===== config.mk =====
export PLATFORM = sky130hd
export DESIGN_NAME = im_loader
export DESIGN_NICKNAME = d
export VERILOG_FILES = /design/src/rtl/im_loader_pkg.sv /design/src/rtl/im_loader_byte_packer.sv /design/src/rtl/im_loader.sv
export SDC_FILE = /design/constraint.sdc
export NUM_CORES = 1
export LEC_CHECK = 0
export BUFFER_PORTS_ARGS = -buffer_cell sky130_fd_sc_hd__buf_2
export CAP_MARGIN = 10
export CORE_UTILIZATION = 55
export DETAILED_ROUTE_END_ITERATION = 10
export GPL_TIMING_DRIVEN = 0
export PLACE_DENSITY = 0.79
export SYNTH_ARGS = -nofsm -noshare
export SYNTH_HDL_FRONTEND = slang
export SYNTH_SLANG_ARGS = --single-unit

===== constraint.sdc =====
create_clock -name clk -period 3.77 [get_ports clk]
set_clock_uncertainty 0.15 [all_clocks]
set_input_delay 0.754 -clock clk [delete_from_list [all_inputs] [get_ports clk]]
set_output_delay 0.754 -clock clk [all_outputs]
set_load 0.1 [all_outputs]

===== src/rtl/im_loader_pkg.sv =====
// Shared constants and loader state encodings for the boot-time IM loader.
package im_loader_pkg;

  localparam logic [31:0] IM_BASE       = 32'h0000_3000;
  localparam int unsigned IM_DEPTH_LOG2 = 10;
  localparam int unsigned BYTE_W        = 8;
  localparam int unsigned WORD_W        = 32;
  localparam int unsigned LEN_W         = 16;

  typedef enum logic [2:0] {
    LD_LEN_HI = 3'd0,
    LD_LEN_LO = 3'd1,
    LD_DATA   = 3'd2,
    LD_CSUM   = 3'd3,
    LD_DONE   = 3'd4,
    LD_ERR    = 3'd5
  } ld_state_e;

endpackage


===== src/rtl/im_loader_byte_packer.sv =====
// Packs accepted bytes big-endian into 32-bit words and pulses word_valid_o
// for one cycle after the 4th byte of each word has been shifted in.
// Ports:
//   clk, reset       clock, asynchronous active-high reset
//   byte_en_i        a data byte is being accepted this cycle
//   byte_i           the data byte
//   last_byte_c_o    the byte being accepted now completes a word (comb)
//   word_o           shift register contents (full word while word_valid_o)
//   word_valid_o     one-cycle strobe, word_o holds a complete word
module im_loader_byte_packer
  import im_loader_pkg::*;
(
  input  logic              clk,
  input  logic              reset,
  input  logic              byte_en_i,
  input  logic [BYTE_W-1:0] byte_i,
  output logic              last_byte_c_o,
  output logic [WORD_W-1:0] word_o,
  output logic              word_valid_o
);

  logic [WORD_W-1:0] shift_q, shift_d;
  logic [1:0]        cnt_q, cnt_d;
  logic              word_valid_q, word_valid_d;

  assign last_byte_c_o = (cnt_q == 2'd3);

  // Shift in MSB-first; the 2-bit counter wraps naturally from 3 to 0.
  always_comb begin
    shift_d      = shift_q;
    cnt_d        = cnt_q;
    word_valid_d = 1'b0;
    if (byte_en_i) begin
      shift_d      = {shift_q[WORD_W-BYTE_W-1:0], byte_i};
      cnt_d        = cnt_q + 2'd1;
      word_valid_d = (cnt_q == 2'd3);
    end
  end

  always_ff @(posedge clk or posedge reset) begin
    if (reset) begin
      shift_q      <= '0;
      cnt_q        <= 2'd0;
      word_valid_q <= 1'b0;
    end else begin
      shift_q      <= shift_d;
      cnt_q        <= cnt_d;
      word_valid_q <= word_valid_d;
    end
  end

  assign word_o       = shift_q;
  assign word_valid_o = word_valid_q;

endmodule


===== src/rtl/im_loader.sv =====
// Boot-time instruction-memory loader. Receives a length-prefixed byte frame,
// writes the packed words to consecutive IM addresses from BASE_ADDR, checks
// an XOR checksum and releases the core on success.
// Ports:
//   clk, reset   clock, asynchronous active-high reset
//   in_valid     host byte valid
//   in_data      host byte
//   in_ready     loader accepts a byte (low once DONE or ERR)
//   im_we        IM write strobe, one cycle per word
//   im_addr      byte address of the word being written
//   im_wdata     word being written
//   cpu_hold     holds the core in reset until the load succeeds
//   done         load finished with a good checksum (sticky)
//   err          load failed: length too large or bad checksum (sticky)
module im_loader
  import im_loader_pkg::*;
#(
  parameter logic [31:0] BASE_ADDR  = IM_BASE,
  parameter int unsigned DEPTH_LOG2 = IM_DEPTH_LOG2
) (
  input  logic              clk,
  input  logic              reset,
  input  logic              in_valid,
  input  logic [BYTE_W-1:0] in_data,
  output logic              in_ready,
  output logic              im_we,
  output logic [31:0]       im_addr,
  output logic [WORD_W-1:0] im_wdata,
  output logic              cpu_hold,
  output logic              done,
  output logic              err
);

  // One extra bit so the index can reach 2**DEPTH_LOG2.
  localparam int unsigned IDX_W = DEPTH_LOG2 + 1;

  ld_state_e         state_q, state_d;
  logic [BYTE_W-1:0] len_hi_q, len_hi_d;
  logic [LEN_W-1:0]  len_q, len_d;
  logic [IDX_W-1:0]  idx_q, idx_d;
  logic [BYTE_W-1:0] xor_q, xor_d;
  logic [31:0]       im_addr_q, im_addr_d;
  logic              in_ready_q, in_ready_d;
  logic              cpu_hold_q, cpu_hold_d;
  logic              done_q, done_d;
  logic              err_q, err_d;

  logic              accept_c;
  logic              data_en_c;
  logic              last_byte_c;
  logic              last_word_c;
  logic [LEN_W-1:0]  len_in_c;
  logic              len_zero_c;
  logic              len_big_c;

  assign accept_c    = in_valid && in_ready_q;
  assign data_en_c   = accept_c && (state_q == LD_DATA);
  assign len_in_c    = {len_hi_q, in_data};
  assign len_zero_c  = (len_in_c == '0);
  assign len_big_c   = (32'(len_in_c) > (32'd1 << DEPTH_LOG2));
  assign last_word_c = ((16'(idx_q) + 16'd1) == len_q);

  im_loader_byte_packer u_packer (
    .clk           (clk),
    .reset         (reset),
    .byte_en_i     (data_en_c),
    .byte_i        (in_data),
    .last_byte_c_o (last_byte_c),
    .word_o        (im_wdata),
    .word_valid_o  (im_we)
  );

  // State register.
  always_ff @(posedge clk or posedge reset) begin
    if (reset) state_q <= LD_LEN_HI;
    else       state_q <= state_d;
  end

  // Next-state logic.
  always_comb begin
    state_d = state_q;
    case (state_q)
      LD_LEN_HI: if (accept_c) state_d = LD_LEN_LO;
      LD_LEN_LO: begin
        if (accept_c) begin
          if (len_zero_c)     state_d = LD_CSUM;
          else if (len_big_c) state_d = LD_ERR;
          else                state_d = LD_DATA;
        end
      end
      LD_DATA:   if (data_en_c && last_byte_c && last_word_c) state_d = LD_CSUM;
      LD_CSUM: begin
        if (accept_c) state_d = (in_data == xor_q) ? LD_DONE : LD_ERR;
      end
      LD_DONE:   state_d = LD_DONE;
      LD_ERR:    state_d = LD_ERR;
      default:   state_d = LD_ERR;
    endcase
  end

  // Outputs decoded from the next state so they change on the same edge as the state.
  always_comb begin
    in_ready_d = (state_d != LD_DONE) && (state_d != LD_ERR);
    cpu_hold_d = (state_d != LD_DONE);
    done_d     = (state_d == LD_DONE);
    err_d      = (state_d == LD_ERR);
  end

  // Length capture, word index, running XOR and write address.
  always_comb begin
    len_hi_d  = len_hi_q;
    len_d     = len_q;
    idx_d     = idx_q;
    xor_d     = xor_q;
    im_addr_d = im_addr_q;
    if (accept_c) begin
      case (state_q)
        LD_LEN_HI: len_hi_d = in_data;
        LD_LEN_LO: len_d    = len_in_c;
        LD_DATA: begin
          xor_d = xor_q ^ in_data;
          if (last_byte_c) begin
            im_addr_d = BASE_ADDR + 32'({idx_q, 2'b00});
            idx_d     = idx_q + IDX_W'(1);
          end
        end
        default: ;
      endcase
    end
  end

  always_ff @(posedge clk or posedge reset) begin
    if (reset) begin
      len_hi_q   <= '0;
      len_q      <= '0;
      idx_q      <= '0;
      xor_q      <= '0;
      im_addr_q  <= BASE_ADDR;
      in_ready_q <= 1'b1;
      cpu_hold_q <= 1'b1;
      done_q     <= 1'b0;
      err_q      <= 1'b0;
    end else begin
      len_hi_q   <= len_hi_d;
      len_q      <= len_d;
      idx_q      <= idx_d;
      xor_q      <= xor_d;
      im_addr_q  <= im_addr_d;
      in_ready_q <= in_ready_d;
      cpu_hold_q <= cpu_hold_d;
      done_q     <= done_d;
      err_q      <= err_d;
    end
  end

  assign in_ready = in_ready_q;
  assign im_addr  = im_addr_q;
  assign cpu_hold = cpu_hold_q;
  assign done     = done_q;
  assign err      = err_q;

endmodule


==> results.cfg, run 1 <==
[outcome]
status = finished, final reports clean

[pwr]
ir_drop_mv = 0.2614
power_leakage_nw = 2.798
p_per_area_nw_per_um2 = 404.6

[sta]
setup_violations = 0
tns_ns = 0
fmax_mhz = 404.2
final_hold_viol_count = 0
grt_setup_unrepaired = no
period_needed_ns = 2.474
tightestPinTransition_ns = 0.7003
fin_ws_ns = 1.296
slew_viol_final = 0
finalCritPeriodShare_pct = 65.62
slew_headroom_pct = 53.14

[cells_and_area]
final_area_um2 = 5147
final_nets = 544
finalNonFillerCells = 638
postLayoutCoreUtil_pct = 66.61
antenna_cells = 0
area_growth_pct = 16.61
drive_above_1_share_pct = 25.19

[worst_setup_path]
critPathKind = flip-flop to flip-flop
crit_slowest_cell = dfrtp_1
worst_ep_arrival_time_ns = 2.61
crit_chain = ha_1 -> clkbuf_1 -> nand3_1 -> o21ai_0 -> a31oi_1 -> a2111o_1 -> o31ai_2
cp-end-kind = flip-flop
path_max_fanout = 7
slowest_delay_ns = 0.51
critPathRequiredTime_ns = 3.90
critPathLaunchType = flip-flop

[clock_network]
cts_tree = done
cts_buffers = 9
clk_path_buf_depth = 2
clockRootBuffer = clkbuf_8
cts-resized-gates = 0
cts_setup_buffers = 0
clk-insertion-delay-late_ns = 0.37
clkSinkCount = 97
path_clk_slew_ns = 0.10
htree_num_levels = 3
cts_hold_buffers = 0

[floorplanning]
die_y_um = 91.59
start_util_pct = 57.12
pin_count = 80
die_w_um = 91.59
dieArea_um2 = 8388
core-area_um2 = 7727
rows = 32

[placed_design]
gp_congestion = 0.8393
place_area_um2 = 4940
place_hpwl_um = 6419
dp_slack_ns = 1.099
io_buffers = 60
dp_cells = 622

[logic_synthesis]
yosysWarningCount = 0
ys_seq_area_share_pct = 55.07
ys_async_sr_fraction_pct = 100.0
yosys_most_used_dff = dfrtp_1
synth_top_area_cell = dfrtp_1
synth-seq-cells = 97
post_synth_instance_area_um2 = 4414
synth_edf_count = 0
netlist_instances = 441
synthTopCellsByArea = dfrtp_1 53%, nand2_1 12%, mux2_2 5.6%
avgSynthCellArea_um2 = 10.01
synthDistinctLibCells = 46
yosysTopAreaCellShare_pct = 53.29

[global_route]
track_usage_pct = 23.76
first_global_vias = 3137
antenna_found_initial = 0
grt_max_degree = 75
overflow = 0
grt_pass1_wl_um = 15260

[hold_path]
hp-class = primary input to asynchronous set/reset pin

[routing]
drtIter0Drc = 217
routed_wl_um = 8957
drc = 0
route.met2.wl_um = 4238
highest_layer = met4
viasPerCell = 5.096
route.met3.wl_um = 620
ant_nets = 0
wl_per_cell_um = 14.04
routedLengthMet1_um = 3981
dr.pass1.iters = 5
num_vias = 3251

[job]
cap_violations = 0
-- cell usage after synthesis (all sizes together), types with 3 or more instances --
cell type and n:
o21ai 9, nand2 145, a31oi 3, nand4 8, nor2 13, xor2 16, mux2 22, nor4 5
inv 9, dfrtp 94, buf 26, nand3 7, nor3 5, dfstp 3, a21oi 4, or3 3
xnor2 27, nand3b 3, clkbuf 16
-- state kept, by name, summed over array words and instances (netlist names) --
name / flops
u_packer.word_o: 32
len_q: 16
im_addr: 12
idx_q: 11
len_hi_q: 8
xor_q: 8
state_q: 3
u_packer.cnt_q: 2
cpu_hold: 1
done: 1
err: 1
in_ready: 1
u_packer.word_valid_o: 1
-- layer usage --
layer	track usage, %	up-vias
met5	0	-
met4	9.656	0
met3	5.193	8
met2	36.53	99
met1	32.86	1567
li1	-	1577
-- report_power, final --
part,internal (mW),switching (mW),total (mW)
combinational,0.0868,0.177,0.263
clock,0.321,0.392,0.712
sequential,1.08,0.0307,1.11
total,1.48,0.599,2.08
-- stage by stage --
step | hold slack [ns] | power (mW)
after floorplan | 0.2770 | 1.345
after global routing | 0.1957 | 2.170
after global placement | 0.2975 | 1.379
after detailed placement | 0.3042 | 1.390
final | 0.1861 | 2.083
after CTS | 0.1876 | 2.100
-- logic make-up after synthesis --
family | count (synthesis) | synth area share (%)
muxes | 22 | 5.612
DFF | 97 | 55.07
xor gates and xnor gates | 43 | 8.532
adders and majority gates | 2 | 0.5668
AOI/OAI and AO/OA | 26 | 3.940
buffers and inverters | 51 | 6.320
other | 1 | 0.08495
and+or+nand+nor | 199 | 19.87
-- critical path: cells and delay by family (launching register included) --
family	cells	cell delay (ns)
flip-flops	1	0.51
AND/OR/NAND/NOR	1	0.22
buffers and inverters	1	0.33
adder cells (fa/ha/maj)	1	0.22
AO/OA/AOI/OAI	4	0.97
-- final timing paths --
check | slack [ns] | to | from | cells past startpoint
setup / recovery | 1.30 | state_q[0] | idx_q[1] | 7
hold / removal | 0.19 | im_addr[3] | reset | 2
setup reg to reg | 1.30 | state_q[0] | idx_q[1] | 7
hold reg to reg | 0.31 | im_addr[13] | idx_q[10] | 1
max in group asynchronous | 2.63 | state_q[0] | reset | 3
min in group clk | 0.31 | im_addr[13] | idx_q[10] | 1
-- final cells by class --
cell class / instances / area, µm²
Buffer: 42 / 245.2
Clock buffer: 9 / 123.9
Clock inverter: 7 / 83.83
Fill cell: 627 / 2580
Inverter: 9 / 36.28
Multi-Input combinational cell: 311 / 1772
Sequential cell: 97 / 2431
Tap cell: 102 / 127.6
Timing Repair Buffer: 61 / 327.8
-- layout by cell type (no fill, tap or decap), types with 6 or more instances in the layout --
| cell type | n |
|---|---|
| clkbuf_8 | 9 |
| xnor2_1 | 27 |
| inv_1 | 8 |
| buf_2 | 63 |
| nand2_1 | 145 |
| mux2_2 | 22 |
| dfrtp_1 | 94 |
| clkbuf_1 | 15 |
| buf_4 | 20 |
| o21ai_0 | 9 |
| nand3_1 | 6 |
| nor2_1 | 13 |
| xor2_1 | 16 |
| nand4_1 | 8 |
| conb_1 | 19 |
Power figures use the tool's default switching activity.
==> run 2: changes to the inputs <==
- ABC_AREA: unset -> 1
- CORE_UTILIZATION: 55 -> 56
- PLACE_DENSITY: 0.79 -> 0.8
- clock period: 3.77 -> 2.5 ns (I/O delays scaled with it)
==> results.cfg, run 2 <==
[placed_design]
dp_cells = 707
gp_congestion = 0.8548
place_hpwl_um = 6833
io_buffers = 60
dp_slack_ns = 0.4523

[pwr]
p_per_area_nw_per_um2 = 797.7
power_mw = 4.159
ir_drop_mv = 0.5244
power_leakage_nw = 2.691

[routing]
ant_nets = 0
drtIter0Drc = 171
wl_per_cell_um = 12.89
num_vias = 3604
routed_wl_um = 9334
dr.pass1.iters = 5
viasPerCell = 4.978
drc = 0

[worst_setup_path]
crit_slowest_cell = dfrtp_1
critPathRequiredTime_ns = 2.65
critPathLaunchType = flip-flop
crit_start = idx_q[0]
slowest_delay_ns = 0.49
critical_path_buf_inv_count = 0
path_max_fanout = 6
crit_top_cell = nand2_1
cp-end-kind = flip-flop
critical_path.top_delay_family = simple AND/OR/NAND/NOR gates
crit_chain = ha_1 -> nand2_1 -> nor2_2 -> nand2_1 -> nand2_1 -> nand2_1 -> nor2_1 -> a21oi_1 -> nand3b_1 -> nor2_2 -> nor2_2 -> nand2_1
r2r_start = idx_q[0]
critPathKind = flip-flop to flip-flop
worst_ep_arrival_time_ns = 2.25

[global_route]
grt_pass1_wl_um = 15750
track_usage_pct = 24.22
first_global_vias = 3406
overflow = 0
grt_max_degree = 46
antenna_found_initial = 0

[clock_network]
cts_setup_buffers = 0
clkSinkCount = 97
clockRootBuffer = clkbuf_8
cts_tree = done
path_clk_slew_ns = 0.11
clk-insertion-delay-late_ns = 0.38
cts-resized-gates = 0
cts_hold_buffers = 1
htree_num_levels = 3
cts_buffers = 9
clk_path_buf_depth = 2

[floorplanning]
core-area_um2 = 7687
die_y_um = 91.10
pin_count = 80
die_w_um = 91.10
start_util_pct = 57.83
rows = 32
dieArea_um2 = 8298

[sta]
period_needed_ns = 2.105
grt_setup_unrepaired = no
fmax_mhz = 475.0
tns_ns = 0
fin_ws_ns = 0.3948
finalCritPeriodShare_pct = 84.21
setup_violations = 0
final_hold_viol_count = 0
whs_ns = 0.2686
slew_viol_final = 0

[cells_and_area]
largest_register_ff_count = 32
drive_above_1_share_pct = 19.94
final_common_cell = nand2_1
antenna_cells = 0
register_area_um2 = 2431
fillers = 641
final_nets = 630
final_cell_mix = 153 x nand2_1, 94 x dfrtp_1, 79 x o21ai_0, 63 x buf_2, 54 x inv_1
area_growth_pct = 17.28
finalNonFillerCells = 724
multi_input_area_um2 = 1658

[logic_synthesis]
synth-seq-cells = 97
ys_seq_area_share_pct = 54.69
synthDistinctLibCells = 31
netlist_instances = 525
synth-compound-area-share_pct = 10.36
yosys_most_used_dff = dfrtp_1
ys_async_sr_fraction_pct = 100.0
synth_top_family_by_area = simple AND/OR/NAND/NOR gates
synth_xor_area_share_pct = 2.167
post_synth_instance_area_um2 = 4446
synth_common_cells = 153 x nand2_1, 94 x dfrtp_1, 79 x o21ai_0, 55 x inv_1, 31 x nor2_1
synthAdderAreaFrac_pct = 0.5629
synth_edf_count = 0
avgSynthCellArea_um2 = 8.468
yosysMostFrequentCell = nand2_1
synth_top_area_cell = dfrtp_1
yosysTopAreaCellShare_pct = 52.91
yosys.area_share.simple_pct = 22.09
synthTopCellsByArea = dfrtp_1 53%, nand2_1 13%, o21ai_0 8.9%
yosysWarningCount = 0
muxShareOfSynthArea_pct = 0.5066

[job]
cap_violations = 0

[hold_path]
hp-class = primary input to flip-flop
min_from = in_data[3]

[outcome]
status = finished, final reports clean
[run 2: cell count changes after synthesis, moves of 16 or more]
cell     delta
o21ai_0    +70
inv_1      +46
xnor2_1    -21
mux2_2     -20
nor2_1     +18
nand3_1    +16
[run 2: worst paths after layout]
| check | end | slack, ns | cells past startpoint |
|---|---|---|---|
| worst max-delay path | cpu_hold | 0.39 | 12 |
| worst min-delay path | u_packer.word_o[3] | 0.27 | 3 |
| worst max register to register | cpu_hold | 0.39 | 12 |
| worst min register to register | u_packer.word_o[24] | 0.33 | 2 |
| max in group asynchronous | cpu_hold | 1.14 | 4 |
| min in group asynchronous | u_packer.word_o[30] | 0.49 | 3 |
[run 2: worst reg2reg max path, delay by kind of cell, from the launching register on]
family | cells | cell delay (ns)
compound gates | 1 | 0.05
fa+ha+maj | 1 | 0.29
flops | 1 | 0.49
simple gates | 10 | 1.04
[run 2: power by group]
part / switching, mW / internal, mW / total (mW) / leakage (nW)
clock: 0.617 / 0.494 / 1.11 / 0.111
combinational: 0.791 / 0.276 / 1.07 / 1.38
sequential: 0.158 / 1.82 / 1.98 / 1.20
[run 2: cell type report]
type                    instances  share of cell area (%)
clock buffers                   9                   2.376
well taps                     102                   2.448
plain buffers                  36                   4.104
clock inverters                 7                   1.824
inverters                      56                   4.104
flip-flops and latches         97                   46.63
repair buffers                 63                   6.719
multi-input cells             354                   31.80
[run 2: metrics by stage]
stage,utilization [%],area [µm²]
after floorplan,-,4517
after global placement,64.32,4945
after detailed placement,64.84,4985
after CTS,67.82,5214
after global routing,67.82,5214
final,67.82,5214
[run 2: logic make-up after synthesis]
group	Yosys count
simple gates	230
flops	97
buf+inv	92
compound gates	90
xor+xnor	11
fa+ha+maj	2
mux	2
other cells	1
[run 2: per-layer routing]
| layer | part of all wire, % | wire length (µm) | vias up | track usage [%] |
|---|---|---|---|---|
| met5 | 0 | 0 | - | 0 |
| met4 | 2.1 | 194 | 0 | 10.58 |
| met3 | 4.5 | 420 | 15 | 2.848 |
| met2 | 49 | 4548 | 98 | 40.03 |
| met1 | 45 | 4170 | 1688 | 32.40 |
| li1 | - | - | 1803 | - |
==> run 3: changes to the inputs <==
- clock period: 2.5 -> 2.14 ns (I/O delays scaled with it)
==> results.cfg, run 3 (synthesis results as in run 2) <==
[outcome]
status = finished, final reports clean

[clock_network]
cts_buffers = 9
clk_path_buf_depth = 2
path_clk_slew_ns = 0.10
cts_tree = done
clk-insertion-delay-late_ns = 0.37
clkSinkCount = 97
cts_setup_buffers = 0
htree_num_levels = 3
clockRootBuffer = clkbuf_8

[placed_design]
io_buffers = 60
dp_slack_ns = 0.1044
dp_cells = 707
gp_congestion = 0.8621
place_hpwl_um = 6912
place_area_um2 = 4989

[global_route]
track_usage_pct = 25.32
first_global_vias = 3558
overflow = 0
antenna_found_initial = 0
grt_pass1_wl_um = 16480
grt_max_degree = 43

[floorplanning]
pin_count = 80
die_w_um = 91.10
start_util_pct = 57.83
die_y_um = 91.10
rows = 32
dieArea_um2 = 8298
core-area_um2 = 7687

[hold_path]
holdPathStages = 3
hp-class = primary input to flip-flop

[sta]
finalCritPeriodShare_pct = 94.02
fin_ws_ns = 0.1279
tns_ns = 0
slew_viol_final = 0
final_hold_viol_count = 0
fmax_mhz = 497.0
tightestPinTransition_ns = 0.6309
whs_ns = 0.2016
period_needed_ns = 2.012
setup_violations = 0
slew_headroom_pct = 57.85

[worst_setup_path]
r2r_slack_ns = 0.13
r2r_start = in_ready
worst_ep_arrival_time_ns = 2.09
critPathCapture = len_hi_q[2]
critPathKind = flip-flop to flip-flop
crit_start = in_ready
reg2regPathDepth = 4
cp-end-kind = flip-flop
critPathLaunchType = flip-flop
rr_endpoint = len_hi_q[2]
path_max_fanout = 10
critPathRequiredTime_ns = 2.22

[cells_and_area]
antenna_cells = 0
final_cell_mix = 153 x nand2_1, 93 x dfrtp_1, 79 x o21ai_0, 63 x buf_2, 54 x inv_1
final_common_cell = nand2_1
final_nets = 630
largest_register_ff_count = 32
register_area_um2 = 2436
postLayoutCoreUtil_pct = 68.21
final_area_um2 = 5244
multi_input_area_um2 = 1665
drive_above_1_share_pct = 20.26
fillers = 633
area_growth_pct = 17.96
finalNonFillerCells = 724

[routing]
viasPerCell = 5.017
ant_nets = 0
wl_per_cell_um = 13.26
drtIter0Drc = 233
dr.pass1.iters = 4
num_vias = 3632
routed_wl_um = 9598
drc = 0

[job]
cap_violations = 0

[pwr]
power_frac_comb_pct = 25.2
power_frac_seq_pct = 47.0
p_switching_mw = 1.767
p_per_area_nw_per_um2 = 944.9
ir_drop_mv = 0.5612
power_frac_clock_pct = 27.8
swShare_pct = 35.65
power_leakage_nw = 2.696
p_int_mw = 3.188
power_mw = 4.955
[run 3: changes by cell type in the layout (fill, tap and decap cells not counted), sizes merged]
cell and delta:
clkinv -2, inv -2, clkbuf +2, bufinv +1, clkinvlp +1
[run 3: worst max-delay path: stages (launching register included)]
cell and delay, ns:
dfstp_4 0.64, nand2_2 0.13, nor3_1 0.43, clkbuf_1 0.35
o21ai_0 0.18
[run 3: worst min path at each step]
| stage | start | end | slack, ns |
|---|---|---|---|
| finish | in_data[3] | u_packer.word_o[3] | 0.20 |
| global route | in_data[3] | u_packer.word_o[3] | 0.22 |
| CTS | in_data[3] | u_packer.word_o[3] | 0.19 |
| global placement | u_packer.word_o[24] | u_packer.word_o[24] | 0.31 |
| detailed placement | im_addr[3] | im_addr[3] | 0.31 |
| floorplan | u_packer.cnt_q[1] | u_packer.cnt_q[1] | 0.30 |
[run 3: routing by layer]
layer / wire length, µm / up-vias / GRT usage (%)
met5: 0 / - / 0
met4: 209 / 0 / 10.32
met3: 356 / 19 / 3.518
met2: 4730 / 97 / 42.30
met1: 4301 / 1712 / 33.46
li1: - / 1804 / -
[run 3: final cells by class]
type                            count  share of cell area (%)
Sequential cell                    97                   46.46
Multi-Input combinational cell    354                   31.76
Timing Repair Buffer               63                   6.681
Buffer                             36                   4.080
Inverter                           56                   4.080
Clock buffer                       11                   2.887
Tap cell                          102                   2.434
Clock inverter                      5                   1.623
[run 3: power by group through the flow]
stage / registers (mW) / logic (mW) / clock network (mW)
after floorplan: 2.66 / 0.701 / 0
after global placement: 2.34 / 1.20 / 0
after detailed placement: 2.36 / 1.24 / 0
after CTS: 2.32 / 1.25 / 1.39
after global routing: 2.36 / 1.37 / 1.47
final: 2.33 / 1.25 / 1.38
[run 3: timing repair]
action | 4_1_cts | 5_1_grt
resized for setup | 0 | 3
hold endpoints to repair | 13 | 0
hold buffers | 1 | 0
endpoints found under the setup margin | 0 | 4
